===== config.mk =====
export PLATFORM = sky130hd
export DESIGN_NAME = ahb_lite_uart_master_flat
export DESIGN_NICKNAME = d
export VERILOG_FILES = /design/src/rtl/ahb_lite_uart_master_if.sv /design/src/rtl/ahb_lite_uart_master.sv /design/src/flat_wrapper.sv
export SDC_FILE = /design/constraint.sdc
export NUM_CORES = 1
export LEC_CHECK = 0
export ABC_AREA = 1
export CAP_MARGIN = 40
export CORE_MARGIN = 8
export CORE_UTILIZATION = 35
export CTS_CLUSTER_SIZE = 24
export DETAILED_ROUTE_END_ITERATION = 16
export GPL_TIMING_DRIVEN = 0
export PLACE_DENSITY = 0.69
export SYNTH_ARGS = -nofsm -noshare
export SYNTH_HDL_FRONTEND = slang
export SYNTH_SLANG_ARGS = --single-unit
export TNS_END_PERCENT = 100

===== constraint.sdc =====
create_clock -name HCLK -period 1.4 [get_ports HCLK]
set_clock_uncertainty 0.15 [all_clocks]
set_input_delay 0.28 -clock HCLK [delete_from_list [all_inputs] [get_ports HCLK]]
set_output_delay 0.28 -clock HCLK [all_outputs]
set_load 0.02 [all_outputs]

===== src/rtl/ahb_lite_uart_master_if.sv =====
//------------------------------------------------------------------------------
// Module   : ahb_lite_uart_master_if
// Purpose  : AHB-Lite master port plus UART byte-stream handshakes for the bridge
// Revision : 1.0
//------------------------------------------------------------------------------
`timescale 1ns/1ps
`default_nettype none

interface ahb_lite_uart_master_if #(
  parameter int HADDR_WIDTH = 32,
  parameter int HDATA_WIDTH = 32
) ();
  logic [HADDR_WIDTH-1:0] HADDR;
  logic [1:0]             HTRANS;
  logic [2:0]             HSIZE;
  logic [2:0]             HBURST;
  logic [3:0]             HPROT;
  logic                   HMASTLOCK;
  logic                   HWRITE;
  logic [HDATA_WIDTH-1:0] HWDATA;
  logic [HDATA_WIDTH-1:0] HRDATA;
  logic                   HREADY;
  logic                   HRESP;
  logic [7:0]             in_data;
  logic                   in_valid;
  logic                   in_ready;
  logic [7:0]             out_data;
  logic                   out_valid;
  logic                   out_ready;

  modport master (
    output HADDR, HTRANS, HSIZE, HBURST, HPROT, HMASTLOCK, HWRITE, HWDATA,
    input  HRDATA, HREADY, HRESP,
    input  in_data, in_valid,
    output in_ready,
    output out_data, out_valid,
    input  out_ready
  );

  modport slave (
    input  HADDR, HTRANS, HSIZE, HBURST, HPROT, HMASTLOCK, HWRITE, HWDATA,
    output HRDATA, HREADY, HRESP,
    output in_data, in_valid,
    input  in_ready,
    input  out_data, out_valid,
    output out_ready
  );
endinterface

`default_nettype wire


===== src/rtl/ahb_lite_uart_master.sv =====
//------------------------------------------------------------------------------
// Module   : ahb_lite_uart_master
// Purpose  : Parses UART debug commands into single-byte AHB-Lite transfers.
//            Optional macro AHB_UART_MASTER_AUTOINC_EN adds 'w'/'r' auto-increment.
// Revision : 1.0
//------------------------------------------------------------------------------
`timescale 1ns/1ps
`default_nettype none

module ahb_lite_uart_master #(
  parameter int HADDR_WIDTH = 32,
  parameter int HDATA_WIDTH = 32
) (
  input  wire logic              HCLK,
  input  wire logic              HRESETn,
  ahb_lite_uart_master_if.master io_bus
);

  localparam logic [2:0] S_OPC  = 3'd0;
  localparam logic [2:0] S_ADDR = 3'd1;
  localparam logic [2:0] S_DATA = 3'd2;
  localparam logic [2:0] S_APH  = 3'd3;
  localparam logic [2:0] S_DPH  = 3'd4;
  localparam logic [2:0] S_RSP1 = 3'd5;
  localparam logic [2:0] S_RSP2 = 3'd6;

  localparam logic [7:0] C_OP_W  = 8'h57;
  localparam logic [7:0] C_OP_R  = 8'h52;
  localparam logic [7:0] C_RSP_K = 8'h4B;
  localparam logic [7:0] C_RSP_E = 8'h45;
  localparam logic [7:0] C_RSP_Q = 8'h3F;
`ifdef AHB_UART_MASTER_AUTOINC_EN
  localparam logic [7:0] C_OP_WI = 8'h77;
  localparam logic [7:0] C_OP_RI = 8'h72;
`endif

  logic [2:0]  r_state;
  logic [1:0]  r_cnt;
  logic [31:0] r_addr;
  logic [7:0]  r_wdata;
  logic [7:0]  r_rdata;
  logic [7:0]  r_out_data;
  logic        r_out_valid;
  logic        r_write;
  logic        r_rsp2;
  logic        w_in_ready;
  logic        w_in_fire;
  logic        w_out_fire;
  logic [7:0]  w_lane;

  generate
    if (HDATA_WIDTH == 8) begin : g_lane8
      assign w_lane = io_bus.HRDATA[7:0];
    end else begin : g_lane32
      assign w_lane = io_bus.HRDATA[{r_addr[1:0], 3'b000} +: 8];
    end
  endgenerate

`ifdef AHB_UART_MASTER_AUTOINC_EN
  logic [HADDR_WIDTH-1:0] r_last_addr;
  logic [HADDR_WIDTH-1:0] w_auto_addr;
  assign w_auto_addr = r_last_addr + HADDR_WIDTH'(1);
`endif

  assign w_in_ready = (r_state == S_OPC) || (r_state == S_ADDR) || (r_state == S_DATA);
  assign w_in_fire  = io_bus.in_valid & w_in_ready;
  assign w_out_fire = r_out_valid & io_bus.out_ready;

  always_ff @(posedge HCLK or negedge HRESETn) begin
    if (!HRESETn) begin
      r_state     <= S_OPC;
      r_cnt       <= 2'd0;
      r_addr      <= 32'd0;
      r_wdata     <= 8'd0;
      r_rdata     <= 8'd0;
      r_out_data  <= 8'd0;
      r_out_valid <= 1'b0;
      r_write     <= 1'b0;
      r_rsp2      <= 1'b0;
`ifdef AHB_UART_MASTER_AUTOINC_EN
      r_last_addr <= '0;
`endif
    end else begin
      case (r_state)
        S_OPC: begin
          if (w_in_fire) begin
            r_cnt <= 2'd0;
            case (io_bus.in_data)
              C_OP_W: begin
                r_write <= 1'b1;
                r_rsp2  <= 1'b0;
                r_state <= S_ADDR;
              end
              C_OP_R: begin
                r_write <= 1'b0;
                r_rsp2  <= 1'b1;
                r_state <= S_ADDR;
              end
`ifdef AHB_UART_MASTER_AUTOINC_EN
              C_OP_WI: begin
                r_write <= 1'b1;
                r_rsp2  <= 1'b0;
                r_addr  <= 32'(w_auto_addr);
                r_state <= S_DATA;
              end
              C_OP_RI: begin
                r_write <= 1'b0;
                r_rsp2  <= 1'b1;
                r_addr  <= 32'(w_auto_addr);
                r_state <= S_APH;
              end
`endif
              default: begin
                r_rsp2      <= 1'b0;
                r_out_data  <= C_RSP_Q;
                r_out_valid <= 1'b1;
                r_state     <= S_RSP1;
              end
            endcase
          end
        end
        S_ADDR: begin
          // Four shifts fully replace the 32-bit register, so no clear is needed.
          if (w_in_fire) begin
            r_addr <= {r_addr[23:0], io_bus.in_data};
            r_cnt  <= r_cnt + 2'd1;
            if (r_cnt == 2'd3) begin
              r_state <= r_write ? S_DATA : S_APH;
            end
          end
        end
        S_DATA: begin
          if (w_in_fire) begin
            r_wdata <= io_bus.in_data;
            r_state <= S_APH;
          end
        end
        S_APH: begin
          if (io_bus.HREADY) begin
            r_state <= S_DPH;
          end
        end
        S_DPH: begin
          // An ERROR's first cycle (HREADY=0) is just waited out; status is taken here.
          if (io_bus.HREADY) begin
            r_rdata     <= io_bus.HRESP ? 8'd0 : w_lane;
            r_out_data  <= io_bus.HRESP ? C_RSP_E : C_RSP_K;
            r_out_valid <= 1'b1;
            r_state     <= S_RSP1;
`ifdef AHB_UART_MASTER_AUTOINC_EN
            if (!io_bus.HRESP) begin
              r_last_addr <= r_addr[HADDR_WIDTH-1:0];
            end
`endif
          end
        end
        S_RSP1: begin
          if (w_out_fire) begin
            if (r_rsp2) begin
              r_out_data <= r_rdata;
              r_state    <= S_RSP2;
            end else begin
              r_out_valid <= 1'b0;
              r_state     <= S_OPC;
            end
          end
        end
        S_RSP2: begin
          if (w_out_fire) begin
            r_out_valid <= 1'b0;
            r_state     <= S_OPC;
          end
        end
        default: r_state <= S_OPC;
      endcase
    end
  end

  assign io_bus.HADDR     = r_addr[HADDR_WIDTH-1:0];
  assign io_bus.HTRANS    = (r_state == S_APH) ? 2'b10 : 2'b00;
  assign io_bus.HSIZE     = 3'b000;
  assign io_bus.HBURST    = 3'b000;
  assign io_bus.HPROT     = 4'b0011;
  assign io_bus.HMASTLOCK = 1'b0;
  assign io_bus.HWRITE    = r_write;
  assign io_bus.HWDATA    = {(HDATA_WIDTH/8){r_wdata}};
  assign io_bus.in_ready  = w_in_ready;
  assign io_bus.out_data  = r_out_data;
  assign io_bus.out_valid = r_out_valid;

endmodule

`default_nettype wire


===== src/flat_wrapper.sv =====
// flat-port wrapper written by rule: the top's interface ports become plain ports
module ahb_lite_uart_master_flat 
#(
  parameter int HADDR_WIDTH = 32,
  parameter int HDATA_WIDTH = 32
)
  (HCLK, HRESETn, io_bus_HADDR, io_bus_HTRANS, io_bus_HSIZE, io_bus_HBURST, io_bus_HPROT, io_bus_HMASTLOCK, io_bus_HWRITE, io_bus_HWDATA, io_bus_HRDATA, io_bus_HREADY, io_bus_HRESP, io_bus_in_data, io_bus_in_valid, io_bus_in_ready, io_bus_out_data, io_bus_out_valid, io_bus_out_ready);
  ahb_lite_uart_master_if #(.HADDR_WIDTH(HADDR_WIDTH), .HDATA_WIDTH(HDATA_WIDTH)) io_bus_i ();
  input  wire logic HCLK;
  input  wire logic HRESETn;
  output wire logic [$bits(io_bus_i.HADDR)-1:0] io_bus_HADDR;
  output wire logic [$bits(io_bus_i.HTRANS)-1:0] io_bus_HTRANS;
  output wire logic [$bits(io_bus_i.HSIZE)-1:0] io_bus_HSIZE;
  output wire logic [$bits(io_bus_i.HBURST)-1:0] io_bus_HBURST;
  output wire logic [$bits(io_bus_i.HPROT)-1:0] io_bus_HPROT;
  output wire logic [$bits(io_bus_i.HMASTLOCK)-1:0] io_bus_HMASTLOCK;
  output wire logic [$bits(io_bus_i.HWRITE)-1:0] io_bus_HWRITE;
  output wire logic [$bits(io_bus_i.HWDATA)-1:0] io_bus_HWDATA;
  input wire logic [$bits(io_bus_i.HRDATA)-1:0] io_bus_HRDATA;
  input wire logic [$bits(io_bus_i.HREADY)-1:0] io_bus_HREADY;
  input wire logic [$bits(io_bus_i.HRESP)-1:0] io_bus_HRESP;
  input wire logic [$bits(io_bus_i.in_data)-1:0] io_bus_in_data;
  input wire logic [$bits(io_bus_i.in_valid)-1:0] io_bus_in_valid;
  output wire logic [$bits(io_bus_i.in_ready)-1:0] io_bus_in_ready;
  output wire logic [$bits(io_bus_i.out_data)-1:0] io_bus_out_data;
  output wire logic [$bits(io_bus_i.out_valid)-1:0] io_bus_out_valid;
  input wire logic [$bits(io_bus_i.out_ready)-1:0] io_bus_out_ready;
  assign io_bus_HADDR = io_bus_i.HADDR;
  assign io_bus_HTRANS = io_bus_i.HTRANS;
  assign io_bus_HSIZE = io_bus_i.HSIZE;
  assign io_bus_HBURST = io_bus_i.HBURST;
  assign io_bus_HPROT = io_bus_i.HPROT;
  assign io_bus_HMASTLOCK = io_bus_i.HMASTLOCK;
  assign io_bus_HWRITE = io_bus_i.HWRITE;
  assign io_bus_HWDATA = io_bus_i.HWDATA;
  assign io_bus_i.HRDATA = io_bus_HRDATA;
  assign io_bus_i.HREADY = io_bus_HREADY;
  assign io_bus_i.HRESP = io_bus_HRESP;
  assign io_bus_i.in_data = io_bus_in_data;
  assign io_bus_i.in_valid = io_bus_in_valid;
  assign io_bus_in_ready = io_bus_i.in_ready;
  assign io_bus_out_data = io_bus_i.out_data;
  assign io_bus_out_valid = io_bus_i.out_valid;
  assign io_bus_i.out_ready = io_bus_out_ready;
  ahb_lite_uart_master #(.HADDR_WIDTH(HADDR_WIDTH), .HDATA_WIDTH(HDATA_WIDTH)) u_core (.HCLK(HCLK), .HRESETn(HRESETn), .io_bus(io_bus_i));
endmodule

== Yosys cells after proc, flatten, opt, wreduce, memory -nomap -nowiden ==
Index checks and enable logic that the tools add are counted.

* Bits of input ports: 46
* Flip-flop bits (word level): 64
* Output and inout bits: 88
* Word-level logic and storage cells: 83

* Reductions and logical operators: 17
* Bitwise gates (word level): 2
* Equal/unequal tests: 20
* Shift operators: 1
* Multiplexer cells: 33
* Add/subtract/negate cells: 1

{| class="wikitable"
|+ Operator list
! kind !! number
|-
| $mux 8 || 6
|-
| $shiftx 32x6->8 || 1
|-
| $mux 3 || 10
|-
| $pmux 8 s3 || 1
|-
| $pmux 3 s7 || 1
|-
| $eq 8x7->1 const B || 2
|-
| $ne 2x1->1 const B || 6
|-
| $ne 2x2->1 const B || 5
|-
| $eq 3x3->1 const B || 3
|-
| $mux 1 || 8
|-
| $reduce_and 2->1 || 4
|-
| $reduce_and 8->1 || 1
|-
| $reduce_and 7->1 || 1
|-
| $eq 3x2->1 const B || 2
|-
| $mux 2 || 3
|-
| $reduce_and 3->1 || 2
|-
| $reduce_and 6->1 || 1
|-
| $mux 4 || 1
|-
| $pmux 1 s4 || 1
|-
| $pmux 2 s2 || 1
|-
| $reduce_bool 2->1 || 2
|-
| $reduce_bool 4->1 || 1
|-
| $eq 3x1->1 const B || 1
|-
| $logic_not 3->1 || 1
|-
| other kinds (7) || 9
|}

== Longest topological paths before layout ==
* Depth in word-level cells: 6
* Gate-level depth with buffers: 9
* Gate-level depth less buffers: 9

== Least setup slack after synthesis ==
Ideal clock, no wire load.

* Path kind: register -> register
* From: reg u_core.r_state[2]
* To: reg u_core.r_addr[17] (netlist: u_core.io_bus.HADDR[17])
* Setup time: 125 ps
* Setup slack: -145 ps
* Path buffers: 2
* Arrival time: 1270 ps
* Data required time: 1125 ps
* Cell stages (with the launch flop): 6
* Clock period less this slack: 1545 ps
* Path through: dfrtp_1 nor2_1 nand2_1 buf_6 buf_6 mux2_4

* Word-level cells in the longest chain between the ends: 5
* Elaborated cells on any way between the ends: 7
* Those cells by class: eq/ne (2); bitwise (1); reduce/logical (4)

{| class="wikitable"
|+ RTL lines
! what !! RTL line !! source
|-
| start, declared || ahb_lite_uart_master.sv:37 || <nowiki>logic [2:0] r_state;</nowiki>
|-
| start signal, assigned || ahb_lite_uart_master.sv:128 || <nowiki>r_state <= r_write ? S_DATA : S_APH;</nowiki>
|-
| $eq 3x1->1 or $logic_not 3->1 (tied branches) || ahb_lite_uart_master.sv:65, ahb_lite_uart_master.sv:84 ||
|-
| $logic_or 1x1->1 (2 in series) || ahb_lite_uart_master.sv:65 || <nowiki>assign w_in_ready = (r_state == S_OPC) || (r_state == S_ADDR) || (r_state == S_DATA);</nowiki>
|-
| $and 1x1->1 || ahb_lite_uart_master.sv:66 || <nowiki>assign w_in_fire = io_bus.in_valid & w_in_ready;</nowiki>
|-
| $reduce_and 2->1 (no line) (*) || n/a ||
|-
| end signal, assigned || ahb_lite_uart_master.sv:125 || <nowiki>r_addr <= {r_addr[23:0], io_bus.in_data};</nowiki>
|-
| end, declared || ahb_lite_uart_master.sv:39 || <nowiki>logic [31:0] r_addr;</nowiki>
|}

Every way passes the cells marked *; elsewhere a longest branch is shown, timed or not.
A chain may end at the register's enable or synchronous reset.

== Worst setup path after layout ==
* From: reg u_core.r_state[2]
* To: out io_bus_in_ready

* Word-level cells in the longest chain between the ends: 3
* Elaborated cells on any way between the ends: 5
* Those cells by class: eq/ne (2); reduce/logical (3)

{| class="wikitable"
|+ RTL lines
! what !! RTL line !! source
|-
| $eq 3x1->1 or $logic_not 3->1 (tied branches) || ahb_lite_uart_master.sv:65 ||
|-
| $logic_or 1x1->1 || ahb_lite_uart_master.sv:65 ||
|-
| $logic_or 1x1->1 (*) || ahb_lite_uart_master.sv:65 ||
|-
| end, declared || flat_wrapper.sv:24 || <nowiki>output wire logic [$bits(io_bus_i.in_ready)-1:0] io_bus_in_ready;</nowiki>
|}

Marks and branches as above.

==> summary.txt <==
Run status
  – Status: finished with violations
  – Failing checks: setup timing

Final layout
  – Share of layout cells above drive strength 1: 0.429
  – Diode count: 0
  – Fin nets: between 600 and 700
  – Area grow syn2layout: 61.8%
  – Fin util: 0.576

Worst setup path
  – RR Endpoint: u_core.io_bus.out_data[0]$_DFFE_PN0P_
  – Setup crit end kind: output pin
  – CP required: 0.97 ns
  – Reg2reg path depth: 9
  – Arr. time, crit path: ~1.2 ns
  – Reg2Reg Setup Slack: -0.23 ns
  – Critical path type: reg -> out
  – Crit Reg-Reg Startpoint: u_core.r_state[0]$_DFFE_PN0P_
  – Startpoint Class: flop
  – Critical path peak fanout: 4

Floorplan
  – Die width: between 100 and 150 µm
  – Initial core utilization: 0.356
  – Top-level I/O count: between 100 and 150
  – Row Count: 36
  – Core area: 9640 µm²
  – Die area: 13200 µm²
  – Die height: between 100 and 150 µm

STA
  – Period minus WS final: about 1.7 ns
  – RSZ-0062 raised after global routing: true
  – Final Cycle Share: 1.19
  – FMAX: between 600 and 700 MHz
  – Max-slew violations: 0
  – Hold slack: between 0.2 and 0.25 ns
  – Setup violations, final: 94
  – Setup ws final: -0.261 ns
  – Fin. Hold Viols: 0
  – TNS Setup: -13.29 ns

GRT
  – Maximum number of pins on one net before global-route repair: 29
  – First-pass GRT wire length: between 15000 and 20000 µm
  – Number of global-route vias before repair: ~3300
  – Tot GR Track Use: 0.160
  – GRT Residual Overflow: 0
  – Initial antenna violation count: 0

Clocking
  – CTS H-tree depth: 3
  – CTS root buffer: clkbuf_8
  – CTS tree: done
  – Cts bufs inserted: 9
  – Clock Path Buffers: 2
  – # clock sinks: 64
  – Skew-Pair Late Insertion Delay: about 0.34 ns
  – Worst-path clk slew: ~0.080 ns

Placement
  – Number of port buffers: around 120
  – RePlAce Congestion: about 0.89
  – Pre-CTS setup slack: -0.572 ns
  – Post-detail-place hpwl: between 7000 and 8000 µm

Worst hold path
  – HP Class: in -> async

Synthesis
  – Main synth FF type: dfrtp_1
  – Post-synth ARST share: 1.00
  – Post-Syn Area per Cell: 8.66 µm²
  – Synth Instances: approximately 400
  – Most common cell in the netlist: nand2_1
  – Most frequent cells after synthesis: nand2_1 (115), dfrtp_1 (64), buf_4 (37)
  – Top cell type's share of synthesized area: 0.467
  – Number of flops mapped to enable cells by yosys: 0
  – Yosys cell types: 29
  – Dominant cell type by area after synthesis: dfrtp_1
  – Synth top area cells: dfrtp_1 (47%), nand2_1 (13%), buf_4 (8.1%), mux2_4 (5.7%), o21ai_0 (4.8%)
  – Mapped Area: ~3400 µm²
  – Synthesized flop and latch total: 64
  – Sequential area share after synthesis: 0.467
  – YS warnings: 0

Routing
  – Detail Route Antenna Nets: 0
  – DRT iter0 DRCs: 186
  – Via count: 3326
  – Drt pass-1 iters: 6
  – Remaining DRCs: 0
  – DRT Wirelength: 10900 µm
  – Vias per inst: around 4.7
  – Routed length per placed instance: ~15 µm

Flow run
  – Max-cap viol count: 0

Power
  – Leakage: roughly 2.9 nW
  – Cell area power density: roughly 2600 nW/µm²
  – Maximum vdd drop: about 1100 µV
cell families after synthesis:
| kind of cell | Yosys count | share of synthesized area |
|---|---|---|
| AND/OR/NAND/NOR | 183 | 0.236 |
| buffers and inverters | 82 | 0.144 |
| flip-flops | 64 | 0.467 |
| AO/OA/AOI/OAI | 44 | 0.0678 |
| multiplexers | 20 | 0.0799 |
| other | 2 | 0.00219 |
| adder cells (fa/ha/maj) | 1 | 0.00365 |
worst max-delay path, stage by stage (launching register included):
cell and delay (ns):
dfrtp_2 0.46, inv_1 0.17, nand2_4 0.08, inv_2 0.07
buf_6 0.11
placed cells by master, fill, tap and decap left out, drive strengths merged:
cell and count:
nor2 23, dlygate4sd3 1, clkdlybuf4s50 44, nor3b 1
mux2 20, dfrtp 64, bufinv 2, nand3 32
o21bai 1, ha 1, o21ai 33, inv 30
o22ai 6, buf 160, clkinvlp 1, nand2 115
clkbuf 12, conb 12, nor3 2, a21oi 3
nand4 10, a21o 1, clkinv 4
flip-flops by register name, summed over array words and instances, names as in the netlist:
register and flops:
u_core.io_bus.HADDR 32, u_core.r_cnt 2, u_core.io_bus.HWRITE 1, u_core.r_state 3, u_core.r_rdata 8, u_core.r_wdata 8
u_core.io_bus.out_data 8, u_core.io_bus.out_valid 1, u_core.r_rsp2 1
per-stage QoR:
stage / area, µm² / instances / total power, W
after detailed placement: 4930 / 662 / 0.0111
after floorplan: 3510 / 406 / 0.00793
after CTS: 5370 / 702 / 0.0136
after global placement: 4890 / 660 / 0.0109
final: 5550 / 711 / 0.0142
after global routing: 5550 / 711 / 0.0151
where the power goes:
part / leakage, nW / switching, W / internal [W]
Sequential: 0.799 / 0.000693 / 0.00272
Clock: 0.110 / 0.000793 / 0.00102
Combinational: 1.96 / 0.00466 / 0.00428
Total: 2.86 / 0.00614 / 0.00803
repair_timing:
item,4_1_cts,5_1_grt
pin swaps,6,7
resized for setup,434,49
hold buffers,1,0
setup buffers,25,13
endpoints found under the setup margin,140,99
gates cloned,0,2
endpoints found under the hold margin,39,0
final cells by class:
cell class / count / area, µm²
Tap cell: 133 / 166
Multi-Input combinational cell: 260 / 1530
Buffer: 45 / 437
Fill cell: 841 / 4090
Timing Repair Buffer: 163 / 1460
Clock inverter: 7 / 103
Clock buffer: 9 / 124
Inverter: 30 / 118
Sequential cell: 64 / 1610
worst max path at each step:
stage,start,to,slack [ns],cells after the start
6_report,u_core.r_state[2]$_DFFE_PN0P_,io_bus_in_ready,-0.26,4
5_1_grt,u_core.r_state[0]$_DFFE_PN0P_,u_core.io_bus.out_data[4]$_DFFE_PN0P_,-0.34,9
4_1_cts,u_core.r_state[1]$_DFFE_PN0P_,io_bus_in_ready,-0.24,5
3_5_place_dp,io_bus_in_valid,u_core.io_bus.HADDR[18]$_DFFE_PN0P_,-0.57,7
3_3_place_gp,HRESETn,u_core.io_bus.HADDR[0]$_DFFE_PN0P_,-2.31,1
2_1_floorplan,u_core.r_state[2]$_DFFE_PN0P_,u_core.io_bus.HADDR[17]$_DFFE_PN0P_,-0.1,5
routing by layer:
metal | GRT usage | wire length [µm] | vias up
li1 | - | - | 1595
met1 | 0.190 | 4350 | 1560
met2 | 0.273 | 5600 | 142
met3 | 0.0431 | 696 | 29
met4 | 0.0587 | 270 | 0
met5 | 0 | 0 | -
(Power assumes the default switching activity.)
